File: config.mk
export PLATFORM = sky130hd
export DESIGN_NAME = ma_window_sequencer
export DESIGN_NICKNAME = d
export VERILOG_FILES = /design/src/rtl/ma_pkg.sv /design/src/rtl/ma_price_ring.sv /design/src/rtl/ma_window_sequencer.sv
export SDC_FILE = /design/constraint.sdc
export NUM_CORES = 1
export LEC_CHECK = 0
export BUFFER_PORTS_ARGS = -buffer_cell sky130_fd_sc_hd__buf_4
export CAP_MARGIN = 0
export CORE_MARGIN = 2
export CORE_UTILIZATION = 40
export CTS_CLUSTER_DIAMETER = 50
export DETAILED_ROUTE_END_ITERATION = 6
export GPL_TIMING_DRIVEN = 1
export MAX_ROUTING_LAYER = met4
export PLACE_DENSITY = 0.62
export SLEW_MARGIN = 0
export SYNTH_ARGS = -nofsm -noshare
export SYNTH_HDL_FRONTEND = slang
export SYNTH_SLANG_ARGS = --single-unit
File: constraint.sdc
create_clock -name clk -period 2.5 [get_ports clk]
set_input_delay 0.625 -clock clk [delete_from_list [all_inputs] [get_ports clk]]
set_output_delay 0.625 -clock clk [all_outputs]
set_load 0.02 [all_outputs]
File: src/rtl/ma_pkg.sv
// Shared constants and FSM encoding for the moving-average window sequencer.
// Optional feature macro used by the top: MA_SEQ_TIMEOUT_EN.
package ma_pkg;

  localparam logic [1:0] ST_IDLE    = 2'd0;
  localparam logic [1:0] ST_ISSUE   = 2'd1;
  localparam logic [1:0] ST_WAIT    = 2'd2;
  localparam logic [1:0] ST_PUBLISH = 2'd3;

  localparam int MA_WINDOW = 20;
  localparam int PRICE_DW  = 16;

  localparam logic [31:0] MA_TIMEOUT_AVG = 32'hFFFF_FFFF;

  typedef enum logic [1:0] {
    S_IDLE    = ST_IDLE,
    S_ISSUE   = ST_ISSUE,
    S_WAIT    = ST_WAIT,
    S_PUBLISH = ST_PUBLISH
  } ma_state_t;

  // Width of a counter that must hold the value n itself.
  function automatic int count_width(input int n);
    return $clog2(n + 1);
  endfunction

endpackage

File: src/rtl/ma_price_ring.sv
// Circular price buffer with write pointer and saturating fill count.
// oldest is the slot about to be overwritten; only meaningful once full.
module ma_price_ring
  import ma_pkg::*;
#(
  parameter int WINDOW = MA_WINDOW,
  parameter int DW     = PRICE_DW
) (
  input  logic          clk,
  input  logic          rst_n,
  input  logic          push,
  input  logic          flush,
  input  logic [DW-1:0] data,
  output logic [DW-1:0] oldest,
  output logic          full,
  output logic          warm_next
);

  localparam int PW = $clog2(WINDOW);
  localparam int CW = count_width(WINDOW);

  logic [DW-1:0] mem [WINDOW];
  logic [PW-1:0] wr_ptr;
  logic [CW-1:0] count;

  always_ff @(posedge clk or negedge rst_n) begin
    if (!rst_n) begin
      wr_ptr <= '0;
      count  <= '0;
    end else if (flush) begin
      wr_ptr <= '0;
      count  <= '0;
    end else if (push) begin
      wr_ptr <= (wr_ptr == PW'(WINDOW - 1)) ? '0 : wr_ptr + 1'b1;
      if (count != CW'(WINDOW)) count <= count + 1'b1;
    end
  end

  // Contents need no reset: a zero count masks every slot.
  always_ff @(posedge clk) begin
    if (push && !flush) mem[wr_ptr] <= data;
  end

  assign oldest    = mem[wr_ptr];
  assign full      = (count == CW'(WINDOW));
  assign warm_next = (count >= CW'(WINDOW - 1));

endmodule

File: src/rtl/ma_window_sequencer.sv
// Front-end controller for the moving-average unit: window bookkeeping,
// start/done handshake and valid/ready result. Optional: MA_SEQ_TIMEOUT_EN.
module ma_window_sequencer
  import ma_pkg::*;
#(
  parameter int WINDOW  = MA_WINDOW,
  parameter int DW      = PRICE_DW
`ifdef MA_SEQ_TIMEOUT_EN
  ,parameter int TIMEOUT = 15
`endif
) (
  input  logic          clk,
  input  logic          rst_n,
  input  logic          flush,
  input  logic          in_valid,
  input  logic [DW-1:0] in_price,
  output logic          in_ready,
  output logic          ma_start,
  output logic [DW-1:0] ma_new_price,
  output logic [DW-1:0] ma_oldest_price,
  input  logic [31:0]   ma_moving_avg,
  input  logic          ma_done,
  output logic          avg_valid,
  output logic [31:0]   avg_data,
  output logic          avg_warm,
  input  logic          avg_ready,
  output logic          busy
`ifdef MA_SEQ_TIMEOUT_EN
  ,output logic         timeout_err
`endif
);

  ma_state_t     state;
  logic          run_q;
  logic          flush_pend;
  logic          warm_q;
  logic          accept;
  logic          ring_flush;
  logic [DW-1:0] ring_oldest;
  logic          ring_full;
  logic          ring_warm_next;

`ifdef MA_SEQ_TIMEOUT_EN
  localparam int TW = count_width(TIMEOUT);
  logic [TW-1:0] wait_cnt;
`endif

  // run_q keeps in_ready low while reset is asserted and for the release cycle.
  assign in_ready   = run_q && (state == S_IDLE) && !flush && !flush_pend;
  assign accept     = in_valid && in_ready;
  assign ring_flush = (state == S_IDLE) && (flush || flush_pend);
  assign busy       = (state != S_IDLE);

  ma_price_ring #(
    .WINDOW (WINDOW),
    .DW     (DW)
  ) u_ring (
    .clk       (clk),
    .rst_n     (rst_n),
    .push      (accept),
    .flush     (ring_flush),
    .data      (in_price),
    .oldest    (ring_oldest),
    .full      (ring_full),
    .warm_next (ring_warm_next)
  );

  always_ff @(posedge clk or negedge rst_n) begin
    if (!rst_n) begin
      state           <= S_IDLE;
      run_q           <= 1'b0;
      flush_pend      <= 1'b0;
      warm_q          <= 1'b0;
      ma_start        <= 1'b0;
      ma_new_price    <= '0;
      ma_oldest_price <= '0;
      avg_valid       <= 1'b0;
      avg_data        <= '0;
      avg_warm        <= 1'b0;
`ifdef MA_SEQ_TIMEOUT_EN
      wait_cnt        <= '0;
      timeout_err     <= 1'b0;
`endif
    end else begin
      run_q    <= 1'b1;
      ma_start <= 1'b0;
      if (flush && state != S_IDLE) flush_pend <= 1'b1;
`ifdef MA_SEQ_TIMEOUT_EN
      if (flush) timeout_err <= 1'b0;
`endif
      case (state)
        S_IDLE: begin
          // A pending flush is consumed by the ring on this cycle.
          flush_pend <= 1'b0;
          if (accept) begin
            ma_new_price    <= in_price;
            ma_oldest_price <= ring_full ? ring_oldest : '0;
            warm_q          <= ring_warm_next;
            ma_start        <= 1'b1;
            state           <= S_ISSUE;
          end
        end
        S_ISSUE: begin
`ifdef MA_SEQ_TIMEOUT_EN
          wait_cnt <= '0;
`endif
          state <= S_WAIT;
        end
        S_WAIT: begin
          if (ma_done) begin
            avg_data  <= ma_moving_avg;
            avg_warm  <= warm_q;
            avg_valid <= 1'b1;
            state     <= S_PUBLISH;
          end
`ifdef MA_SEQ_TIMEOUT_EN
          else if (wait_cnt == TW'(TIMEOUT - 1)) begin
            avg_data    <= MA_TIMEOUT_AVG;
            avg_warm    <= 1'b0;
            avg_valid   <= 1'b1;
            timeout_err <= 1'b1;
            state       <= S_PUBLISH;
          end else begin
            wait_cnt <= wait_cnt + 1'b1;
          end
`endif
        end
        S_PUBLISH: begin
          if (avg_ready) begin
            avg_valid <= 1'b0;
            state     <= S_IDLE;
          end
        end
        default: state <= S_IDLE;
      endcase
    end
  end

endmodule

**Word level (Yosys, flattened, before mapping)**

Memories as Yosys holds them, arrays and structs flattened.
Cells that the tools add are included.

- Bits in registers: 82
- RAM bits: 320
- Bits of input ports: 54
- Output and inout port bits: 69
- Word-level logic and storage cells: 67
- Memories: 1

Memories:

| name | words | bits a word | read ports | clocked after Yosys merged registers in | wr ports | RTL line | text |
|---|---|---|---|---|---|---|---|
| u_ring.mem | 20 | 16 | 1 | 0 | 1 | ma_price_ring.sv:22 | `logic [DW-1:0] mem [WINDOW];` |

- $add $sub $neg: 2
- $lt $le $gt $ge: 1
- Equality and inequality tests: 9
- Multiplexer cells: 20
- Reduce and logical (&&, ||, !) cells: 22

Operator list:

| operator | number |
|---|---|
| $mux 5 | 6 |
| $mux 16 | 1 |
| $add 5x1->5 const B | 2 |
| $eq 5x5->1 const B | 2 |
| $reduce_bool 2->1 | 5 |
| $mux 1 | 8 |
| $pmux 2 s4 | 1 |
| $logic_and 1x1->1 | 7 |
| $mux 2 | 3 |
| $reduce_and 2->1 | 3 |
| $reduce_and 3->1 | 2 |
| $ge 5x5->1 const B | 1 |
| $ne 5x5->1 const B | 1 |
| $eq 2x2->1 const B | 2 |
| $ne 2x2->1 const B | 2 |
| $logic_not 1->1 | 3 |
| $eq 2x1->1 const B | 1 |
| $logic_not 2->1 | 1 |
| $ne 2x1->1 const B | 1 |
| $pmux 1 s2 | 1 |
| $logic_or 1x1->1 | 1 |

**Depth between registers and ports, before layout**

Gate-level depths: netlist (run 1).

- Word-level depth: 8
- Gate-level depth with buffers: 9
- Mapped depth without buffers: 8

**Cells and area by module**

A second synthesis (run 1) with hierarchy kept.

- Cell total of the unflattened synthesis: 935
- Area total of the unflattened synthesis: 15921.5 um^2

Modules (own cells, without submodules):

| module | times used | cells each | area an instance (um^2) | sequential area each (um^2) |
|---|---|---|---|---|
| ma_price_ring | 1 | 732 | 12997.5 | 9859.5 |
| ma_window_sequencer | 1 | 203 | 2924.1 | 1801.7 |

**Worst setup path before layout (run 1)**

No wires, ideal clock.

- Path kind: register to register
- Start: reg state[0]
- End: mem u_ring.mem[18][0] (netlist bit) (enable)
- Data arrival time: 2011 ps
- Required time: 2126 ps
- Setup slack: 115 ps
- Cell stages (with the launch flop): 9
- Clock period less this slack: 2385 ps
- Cell sequence: dfrtp_1 > inv_1 > ha_1 > nand4bb_1 > inv_2 > nand2_2 > inv_2 > buf_2 > and3_1

- Cells in the longest elaborated chain, start to end: 8

Ends and longest elaborated chain:

| what | RTL line | text |
|---|---|---|
| start, declared | ma_window_sequencer.sv:33 | `ma_state_t state;` |
| start signal, assigned | ma_window_sequencer.sv:70 | `state <= S_IDLE;` |
| start signal, assigned | ma_window_sequencer.sv:100 | `state <= S_ISSUE;` |
| start signal, assigned | ma_window_sequencer.sv:107 | `state <= S_WAIT;` |
| $logic_not 2->1 | ma_window_sequencer.sv:49 | `assign in_ready = run_q && (state == S_IDLE) && !flush && !flush_pend;` |
| $logic_and 1x1->1 (3 in series) | ma_window_sequencer.sv:49 |  |
| via in_ready | ma_window_sequencer.sv:17 | `output logic in_ready,` |
| $logic_and 1x1->1 | ma_window_sequencer.sv:50 | `assign accept = in_valid && in_ready;` |
| $logic_and 1x1->1 | ma_price_ring.sv:41 | `if (push && !flush) mem[wr_ptr] <= data;` |
| $mux 1 | ma_price_ring.sv:41 |  |
| $mux 1 (not written as such) | ma_price_ring.sv:41 |  |
| end, declared | ma_price_ring.sv:22 |  |

The timed path passes the listed nets, and every way through them passes these cells.

**Worst setup path after layout (run 1)**

- Start: reg state[0]
- End: out in_ready

- Cells in the longest elaborated chain, start to end: 4

Ends and longest elaborated chain:

| what | RTL line |
|---|---|
| $logic_not 2->1 | ma_window_sequencer.sv:49 |
| $logic_and 1x1->1 (3 in series) | ma_window_sequencer.sv:49 |
| end, declared | ma_window_sequencer.sv:17 |

Every way passes these cells.

==> metrics.csv, run 1 <==
metric;value;unit
outcome;completed;
topRoutingLayerUsed;met4;
yosysTopAreaCellShare;0.607;
cts.clk_slew.worst_paths;0.06;ns
wl_per_cell;22.3;um
rsz0062_at_grt;no;
yosys_register_bits;402;
drive_above_1_share;0.262;
die_w;203;um
grt_use_total;0.189;
cts_buffer_depth;3;
io_pins;123;
root_buffer;clkbuf_16;
yosys_warnings;0;
drc;0;
via_count;8959;
critPathKind;register to output port;
port_buffers;122;
finalSetupTns;0;ns
area_delta_synth_final;21.0;%
clock_latency;0.55;ns
power;17.3;mW
gp_congestion;0.835;
fin_crit_sh;0.922;
placed_area;17700;um^2
cp-end-kind;output port;
routed_wl;37.7;mm
worstMarginPinSlew;1.07;ns
ys_types;49;
synth-async-reset-ratio;0.204;
slowest_delay;0.40;ns
cts_tree;done;
synth.net_count;1031;
start_util;0.408;
drt_first_pass_iters;4;
fin_area;19200;um^2
fp.coreArea;38800;um^2
cellPowerDensity;903;nW/um^2
clock_skew;0.0246;ns
syn_area;15800;um^2
avgSynthCellArea;16.4;um^2
synthFlopType;edfxtp_1;
dr_wl_met3;2.24;mm
drv_cap;0;
yosys-top-cells-count;edfxtp_1, mux2i_1, dfrtp_1, nand2_1, mux2_2;
cp_num_buf_inv;3;
cts_buffers;44;
final_nets;1200;
path_delay_family;flip-flops;
slowest_stage;dfrtp_1;
synth_area_leader_cell;edfxtp_1;
hold_path_class;input pin to asynchronous set/reset pin;
slew_headroom;0.286;
via_per_inst;5.30;
grt_first_pass_wirelength;57.1;mm
hold_viol;0;
drt-met1-wl;16.6;mm
cp.required;1.88;ns
syn_inst;968;
fmax;434;MHz
finalCriticalPeriod;2.31;ns
htree_levels;2;
grt_overflow;0;
cellLeakagePower;6.72;nW
cp.arrival;1.68;ns
finalMaxSlewViolations;0;
antenna_found_initial;0;
crit_fanout;5;
row_count;72;
synthTopCellsByArea;edfxtp_1, dfrtp_1, mux2i_1, mux2_2, a22oi_1;
grt_max_degree;45;
setup_viol;0;
ir_drop;0.859;mV
yosysMostFrequentCell;edfxtp_1;
grt_pass1_vias;9180;
die_y;203;um
final_antenna_net_count;0;
startpoint_type;register;
path_cells;inv_1 -> ha_1 -> nand4bb_1 -> inv_2 -> buf_4;
synth_edf_count;320;
dp_hpwl;24.8;mm
met2_length;18.2;mm
cts_sinks;402;
ys_seq_area_frac;0.737;
fillCellCount;3220;
fp.dieArea;41200;um^2
diodes;0;
first_iter_violations;812;
==> what timing repair did <==
| item | 4_1_cts | 5_1_grt |
|---|---|---|
| resized for setup | 0 | 1 |
| hold buffers | 0 | 0 |
| setup buffers | 1 | 1 |
| setup endpoints to repair | 1 | 16 |
| pin swaps | 0 | 1 |
==> layer usage <==
metal	vias to the layer above	GRT usage
met3	58	0.0286
met4	0	0.0407
met2	317	0.301
li1	4074	-
met5	-	-
met1	4510	0.260
==> sequential cells by signal (all words and copies together), names as in the netlist <==
name	count
u_ring.wr_ptr	5
run_q	1
flush_pend	1
u_ring.count	5
ma_start	1
state	2
avg_warm	1
warm_q	1
ma_new_price	16
avg_data	32
avg_valid	1
ma_oldest_price	16
u_ring.mem	320
==> kinds of logic (layout without fill, tap and decap cells) <==
family | Yosys count | after routing | synth area share
buffers and inverters | 64 | 269 | 0.0221
xor gates and xnor gates | 5 | 5 | 0.00277
adders and majority gates | 9 | 9 | 0.00711
muxes | 194 | 194 | 0.127
DFF | 402 | 402 | 0.737
and+or+nand+nor | 168 | 168 | 0.0518
AOI/OAI and AO/OA | 125 | 125 | 0.0527
other | 1 | 1 | 0.000237
==> stage by stage <==
stage | hold WS, ns | setup WS (ns) | std cells | utilization
floorplan | 0.329 | 0.115 | 968 | -
global placement | 0.460 | 0.189 | 1607 | 0.455
detailed placement | 0.463 | 0.183 | 1607 | 0.455
CTS | 0.0910 | 0.109 | 1690 | 0.493
global route | 0.114 | 0.0880 | 1691 | 0.493
finish | 0.0753 | 0.194 | 1691 | 0.493
==> path summary, 6_finish.rpt <==
path                                        start               end  slack, ns  cells after the start
worst max-delay path                     state[0]          in_ready       0.19                      5
worst min-delay path                        rst_n   u_ring.count[1]       0.08                      1
worst max register to register           state[0]  u_ring.mem[1][9]       0.27                     10
worst min register to register   ma_new_price[11]  ma_new_price[11]       0.47                      2
max in group asynchronous                   rst_n   ma_new_price[7]       1.76                      2
min in group clk                ma_moving_avg[16]      avg_data[16]       0.30                      2
==> power breakdown <==
group	internal [mW]	switching, mW
clock network	3.79	2.63
logic	1.23	1.67
registers	7.69	0.276
==> layout by cell type, fill, tap and decap left out, drive strengths merged, types with 19 or more instances in the layout <==
cell | Yosys | final
o22ai | 32 | 32
edfxtp | 320 | 320
nor2 | 44 | 44
a22oi | 33 | 33
dfrtp | 82 | 82
inv | 11 | 19
nand3 | 22 | 22
nand2 | 59 | 59
clkbuf | 20 | 54
mux2i | 144 | 144
a21oi | 20 | 20
mux2 | 50 | 50
buf | 33 | 176
==> layout make-up <==
| type | count | area [um^2] | area share |
|---|---|---|---|
| clock buffer | 54 | 1210 | 0.0632 |
| clock inverter | 28 | 250 | 0.0131 |
| inverter | 11 | 41.3 | 0.00216 |
| multi-input combinational | 502 | 3820 | 0.199 |
| sequential | 402 | 11700 | 0.609 |
| tap | 518 | 648 | 0.0338 |
| timing repair buffer | 176 | 1530 | 0.0796 |
Power figures use the tool's default switching activity.
==> run 2, diff against run 1 <==
--- a/config.mk
+++ b/config.mk
@@ -14,6 +14,7 @@
 export GPL_TIMING_DRIVEN = 1
 export MAX_ROUTING_LAYER = met4
 export PLACE_DENSITY = 0.62
+export SETUP_SLACK_MARGIN = 0.4
 export SLEW_MARGIN = 0
 export SYNTH_ARGS = -nofsm -noshare
 export SYNTH_HDL_FRONTEND = slang
==> run 2 against run 1 <==
Power rose by 2.7%. Utilization rose by 0.34 points. Non-clock buffer count fell by 12. Largest power group unchanged.
==> metrics.csv, run 2 (synthesis gave the netlist of run 1 again) <==
metric;value;unit;change
diodes;0;;unchanged
hold_path_class;input pin to asynchronous set/reset pin;;
slowest_delay;0.41;ns;about the same
cts_buffer_depth;3;;unchanged
drive_above_1_share;0.286;;+0.0242
power;17.8;mW;+2.7%
setup_viol;0;;unchanged
cts_tree;done;;
r2r_start;state[1];;
ir_drop;0.767;mV;-11%
worstMarginPinSlew;0.697;ns;-0.370 ns
cp-end-kind;output port;;
start_util;0.408;;unchanged
drc;0;;unchanged
cellPowerDensity;921;nW/um^2;+2.0%
port_buffers;122;;unchanged
finalSetupTns;0;ns;unchanged
htree_levels;2;;unchanged
hold_viol;0;;unchanged
die_w;203;um;unchanged
clock_latency;0.57;ns;+0.02 ns
r2r-end;u_ring.mem[8][9];;
cp.arrival;1.53;ns;-0.15 ns
final_nets;1195;;-0.42%
top_regs;u_ring.mem: 320 flops, avg_data: 32 flops;;
cts_buffers;45;;+2.3%
cp_common_cell;inv_2;;
cp_num_buf_inv;3;;unchanged
dp_hpwl;23.7;mm;-4.3%
grt_first_pass_wirelength;55.4;mm;-3.0%
fin_area;19300;um^2;+0.69%
fp.coreArea;38800;um^2;unchanged
crit_fanout;5;;unchanged
finalMaxSlewViolations;0;;unchanged
regToRegSetupSlack;0.43;ns;+0.16 ns
placed_area;17400;um^2;-1.4%
path_cells;inv_2 -> ha_4 -> nand4bb_4 -> inv_2 -> buf_6;;
cts_sinks;402;;unchanged
clock_skew;0.0327;ns;+0.00816 ns
first_iter_violations;604;;-26%
top_register;u_ring.mem;;
rr_worst_depth;9;;-1
final_antenna_net_count;0;;unchanged
grt_pass1_vias;9107;;-0.80%
drt_first_pass_iters;5;;+1
routed_wl;38.1;mm;+0.81%
grt_max_degree;65;;+44%
finalCriticalPeriod;2.16;ns;-0.149 ns
wl_per_cell;22.6;um;+1.1%
antenna_found_initial;0;;unchanged
cellLeakagePower;6.71;nW;-0.13%
outcome;completed;;
via_count;8909;;-0.56%
path_delay_family;flip-flops;;
fmax;464;MHz;+6.9%
largest_reg_flops;320;;unchanged
gp_congestion;0.848;;+1.5%
via_per_inst;5.28;;-0.26%
final_common_cell;edfxtp_1;;
drv_cap;0;;unchanged
startpoint_type;register;;
fin_crit_sh;0.863;;-0.0596
grt_overflow;0;;unchanged
mostFrequentLayoutCells;edfxtp_1, buf_4, mux2i_1, dfrtp_1, nand2_1;;
cp.required;1.88;ns;about the same
die_y;203;um;unchanged
slowest_stage;dfrtp_1;;
row_count;72;;unchanged
cts.clk_slew.worst_paths;0.06;ns;about the same
grt_use_total;0.183;;-0.00624
root_buffer;clkbuf_16;;
critPathKind;register to output port;;
fp.dieArea;41200;um^2;unchanged
io_pins;123;;unchanged
slew_headroom;0.534;;+0.248
rsz0062_at_grt;yes;;
area_delta_synth_final;21.9;%;
-- run 2: changes by cell type in the layout (fill, tap and decap cells not counted), sizes merged --
cell,previous run,this run
and3,13,19
buf,176,163
bufinv,3,5
clkbuf,54,60
inv,19,13
-- run 2: through the flow --
step / hold slack (ns) / cells / setup slack (ns) / utilization
after global routing: 0.0461 / 1686 / 0.265 / 0.497
after detailed placement: 0.468 / 1586 / 0.128 / 0.449
final: 0.0427 / 1686 / 0.343 / 0.497
after floorplan: 0.329 / 968 / 0.311 / -
after global placement: 0.461 / 1586 / 0.146 / 0.449
after CTS: 0.0372 / 1675 / 0.259 / 0.492
-- run 2: area by class of cell --
| cell class | instances | area, um^2 |
|---|---|---|
| inverters | 11 | 43.8 |
| clock buffers | 59 | 1260 |
| fillers | 3230 | 19500 |
| flip-flops and latches | 402 | 11700 |
| clock inverters | 24 | 308 |
| repair buffers | 164 | 1350 |
| multi-input cells | 508 | 4020 |
| well taps | 518 | 648 |
-- run 2: worst max path at each step --
| stage | cells past startpoint | slack, ns | from | end |
|---|---|---|---|---|
| detailed placement | 7 | 0.13 | flush | u_ring.mem[9][9] |
| global route | 5 | 0.26 | state[1] | in_ready |
| finish | 5 | 0.34 | state[1] | in_ready |
| CTS | 5 | 0.26 | state[1] | in_ready |
| global placement | 7 | 0.15 | flush | u_ring.mem[10][8] |
| floorplan | 5 | 0.31 | flush | u_ring.mem[10][0] |
-- run 2: what timing repair did --
item,4_1_cts,5_1_grt
endpoints found under the setup margin,329,324
gates resized for setup,16,17
hold buffers,0,0
gates cloned,0,7
setup buffers,6,4
pin swaps,1,1
hold endpoints to repair,0,0
-- run 2: power by group --
part / switching, mW / internal (mW)
Clock: 2.69 / 4.10
Combinational: 1.70 / 1.30
Sequential: 0.276 / 7.69
-- run 2: routing by layer --
layer  global-route usage  share of wire  vias to the layer above
li1                     -              -                     4069
met1                0.246           0.44                     4479
met2                0.292           0.48                      296
met3               0.0334          0.061                       65
met4               0.0420          0.020                        0
met5                    -              0                        -
-- run 2: worst register-to-register path, delay by kind of cell, from the launching register on --
family	cells	cell delay (ns)
fa+ha+maj	1	0.17
buf+inv	4	0.55
flops	1	0.41
simple gates	4	0.63
==> run 3, diff against run 2 <==
--- a/config.mk
+++ b/config.mk
@@ -11,7 +11,7 @@
 export CORE_UTILIZATION = 40
 export CTS_CLUSTER_DIAMETER = 50
 export DETAILED_ROUTE_END_ITERATION = 6
-export GPL_TIMING_DRIVEN = 1
+export GPL_TIMING_DRIVEN = 0
 export MAX_ROUTING_LAYER = met4
 export PLACE_DENSITY = 0.62
 export SETUP_SLACK_MARGIN = 0.4
==> constraint.sdc (replaced) <==
create_clock -name clk -period 2.53 [get_ports clk]
set_input_delay 0.6325 -clock clk [delete_from_list [all_inputs] [get_ports clk]]
set_output_delay 0.6325 -clock clk [all_outputs]
set_load 0.02 [all_outputs]
==> run 3 against run 2 <==
Flip-flop and latch count unchanged. Clock power decreased by 2%. Utilization increased by 1.0 points. Die area unchanged. Sequential power decreased by 2%. Hold slack improved by 0.24 ns. Power decreased by 1.2%. Largest power group unchanged. Highest routed layer unchanged.
==> metrics.csv, run 3 (synthesis gave the netlist of run 1 again) <==
metric;value;unit;change
outcome;completed;;
routed_wl;38.5;mm;+1.1%
rsz0062_at_grt;yes;;
r2r_start;state[0];;
finalCriticalPeriod;2.19;ns;
crit_start;state[0];;
antenna_found_initial;0;;unchanged
diodes;0;;unchanged
grt_first_pass_wirelength;54.4;mm;-1.8%
root_buffer;clkbuf_16;;
setup_viol;0;;unchanged
io_pins;123;;unchanged
drt_first_pass_iters;5;;unchanged
cellPowerDensity;892;nW/um^2;-3.1%
clock_latency;0.56;ns;about the same
r2r-end;u_ring.mem[18][0];;
grt_max_degree;83;;+28%
final_common_cell;edfxtp_1;;
final_nets;1242;;+3.9%
cts_tree;done;;
setup_slack;0.338;ns;-0.00492 ns
cellLeakagePower;6.88;nW;+2.5%
cp-end-kind;output port;;
drv_cap;0;;unchanged
finalMaxSlewViolations;0;;unchanged
die_y;203;um;unchanged
placed_area;17400;um^2;about the same
final_antenna_net_count;0;;unchanged
power;17.6;mW;-1.2%
clock_skew;0.0259;ns;-0.00687 ns
hold_path_class;input pin to asynchronous set/reset pin;;
regToRegSetupSlack;0.37;ns;-0.06 ns
dp_hpwl;23.6;mm;-0.56%
first_iter_violations;700;;+16%
cts_sinks;402;;unchanged
via_count;9256;;+3.9%
hold_viol;0;;unchanged
drive_above_1_share;0.296;;+0.0103
cts_buffers;44;;-2.2%
cp.arrival;1.56;ns;+0.03 ns
via_per_inst;5.34;;+1.1%
worstMarginPinSlew;1.12;ns;+0.420 ns
ir_drop;0.768;mV;+0.10%
largest_reg_flops;320;;unchanged
wl_per_cell;22.2;um;-1.6%
fin_crit_sh;0.866;;
htree_levels;2;;unchanged
preCtsSetupSlack;-0.373;ns;-0.500 ns
cp.required;1.90;ns;+0.02 ns
grt_overflow;0;;unchanged
drc;0;;unchanged
grt_use_total;0.179;;-0.00375
area_delta_synth_final;24.4;%;
startpoint_type;register;;
fp.coreArea;38800;um^2;unchanged
rr_worst_depth;10;;+1
mostFrequentLayoutCells;edfxtp_1, mux2i_1, buf_4, dfrtp_1, nand2_1;;
start_util;0.408;;unchanged
crit_fanout;3;;-2
final_util;0.507;;+0.0102
gp_congestion;0.888;;+4.6%
port_buffers;121;;-0.82%
cts.clk_slew.worst_paths;0.06;ns;about the same
critPathKind;register to output port;;
fmax;456;MHz;
top_register;u_ring.mem;;
fp.dieArea;41200;um^2;unchanged
slew_headroom;0.256;;-0.278
top_regs;u_ring.mem: 320 flops, avg_data: 32 flops;;
die_w;203;um;unchanged
cts_hold_buf;0;;unchanged
row_count;72;;unchanged
fin_area;19700;um^2;+2.0%
grt_pass1_vias;9165;;+0.64%
cts_buffer_depth;3;;unchanged
==> run 3: power breakdown <==
group	switching, mW	internal (mW)	leakage, nW
Clock	2.63	4.00	0.728
Combinational	1.73	1.35	2.24
Sequential	0.250	7.60	3.92
Total	4.60	13.0	6.88
==> run 3: repair_timing <==
| action | in CTS | in global routing |
|---|---|---|
| resized for setup | 39 | 44 |
| cloned | 0 | 11 |
| buffers inserted | 13 | 20 |
| pin swaps | 6 | 9 |
| endpoints found under the setup margin | 358 | 317 |
==> run 3: routing by layer <==
metal,track usage,wire length (um)
met1,0.237,17200
met2,0.287,18100
met3,0.0315,2220
met4,0.0516,947
met5,-,0
==> run 3: critical path, stage by stage (launching register included) <==
cell and delay, ns:
dfrtp_1 0.39, inv_2 0.09, ha_4 0.13, nand4bb_1 0.14
inv_2 0.14, buf_6 0.13
==> run 3: area by class of cell <==
| class | count | area, um^2 |
|---|---|---|
| Timing Repair Buffer | 155 | 1370 |
| Multi-Input combinational cell | 512 | 4090 |
| Inverter | 11 | 48.8 |
| Buffer | 53 | 348 |
| Clock buffer | 52 | 1150 |
| Tap cell | 518 | 648 |
| Clock inverter | 30 | 363 |
| Fill cell | 3154 | 19100 |
| Sequential cell | 402 | 11700 |
==> run 3: worst max-delay path by stage <==
stage,to,slack [ns],cells past startpoint
after global routing,in_ready,0.26,5
after floorplan,u_ring.mem[10][0],0.30,5
after detailed placement,u_ring.mem[11][11],-0.37,6
after CTS,in_ready,0.31,5
final,in_ready,0.34,5
after global placement,u_ring.mem[11][12],-0.32,6
==> run 3: metrics by stage <==
step,hold WS [ns],std cells,TNS [ns]
after floorplan,0.337,968,0
after global placement,0.465,1607,-52.60
after detailed placement,0.464,1607,-69.89
after CTS,0.296,1702,0
after global routing,0.303,1733,0
final,0.286,1733,0
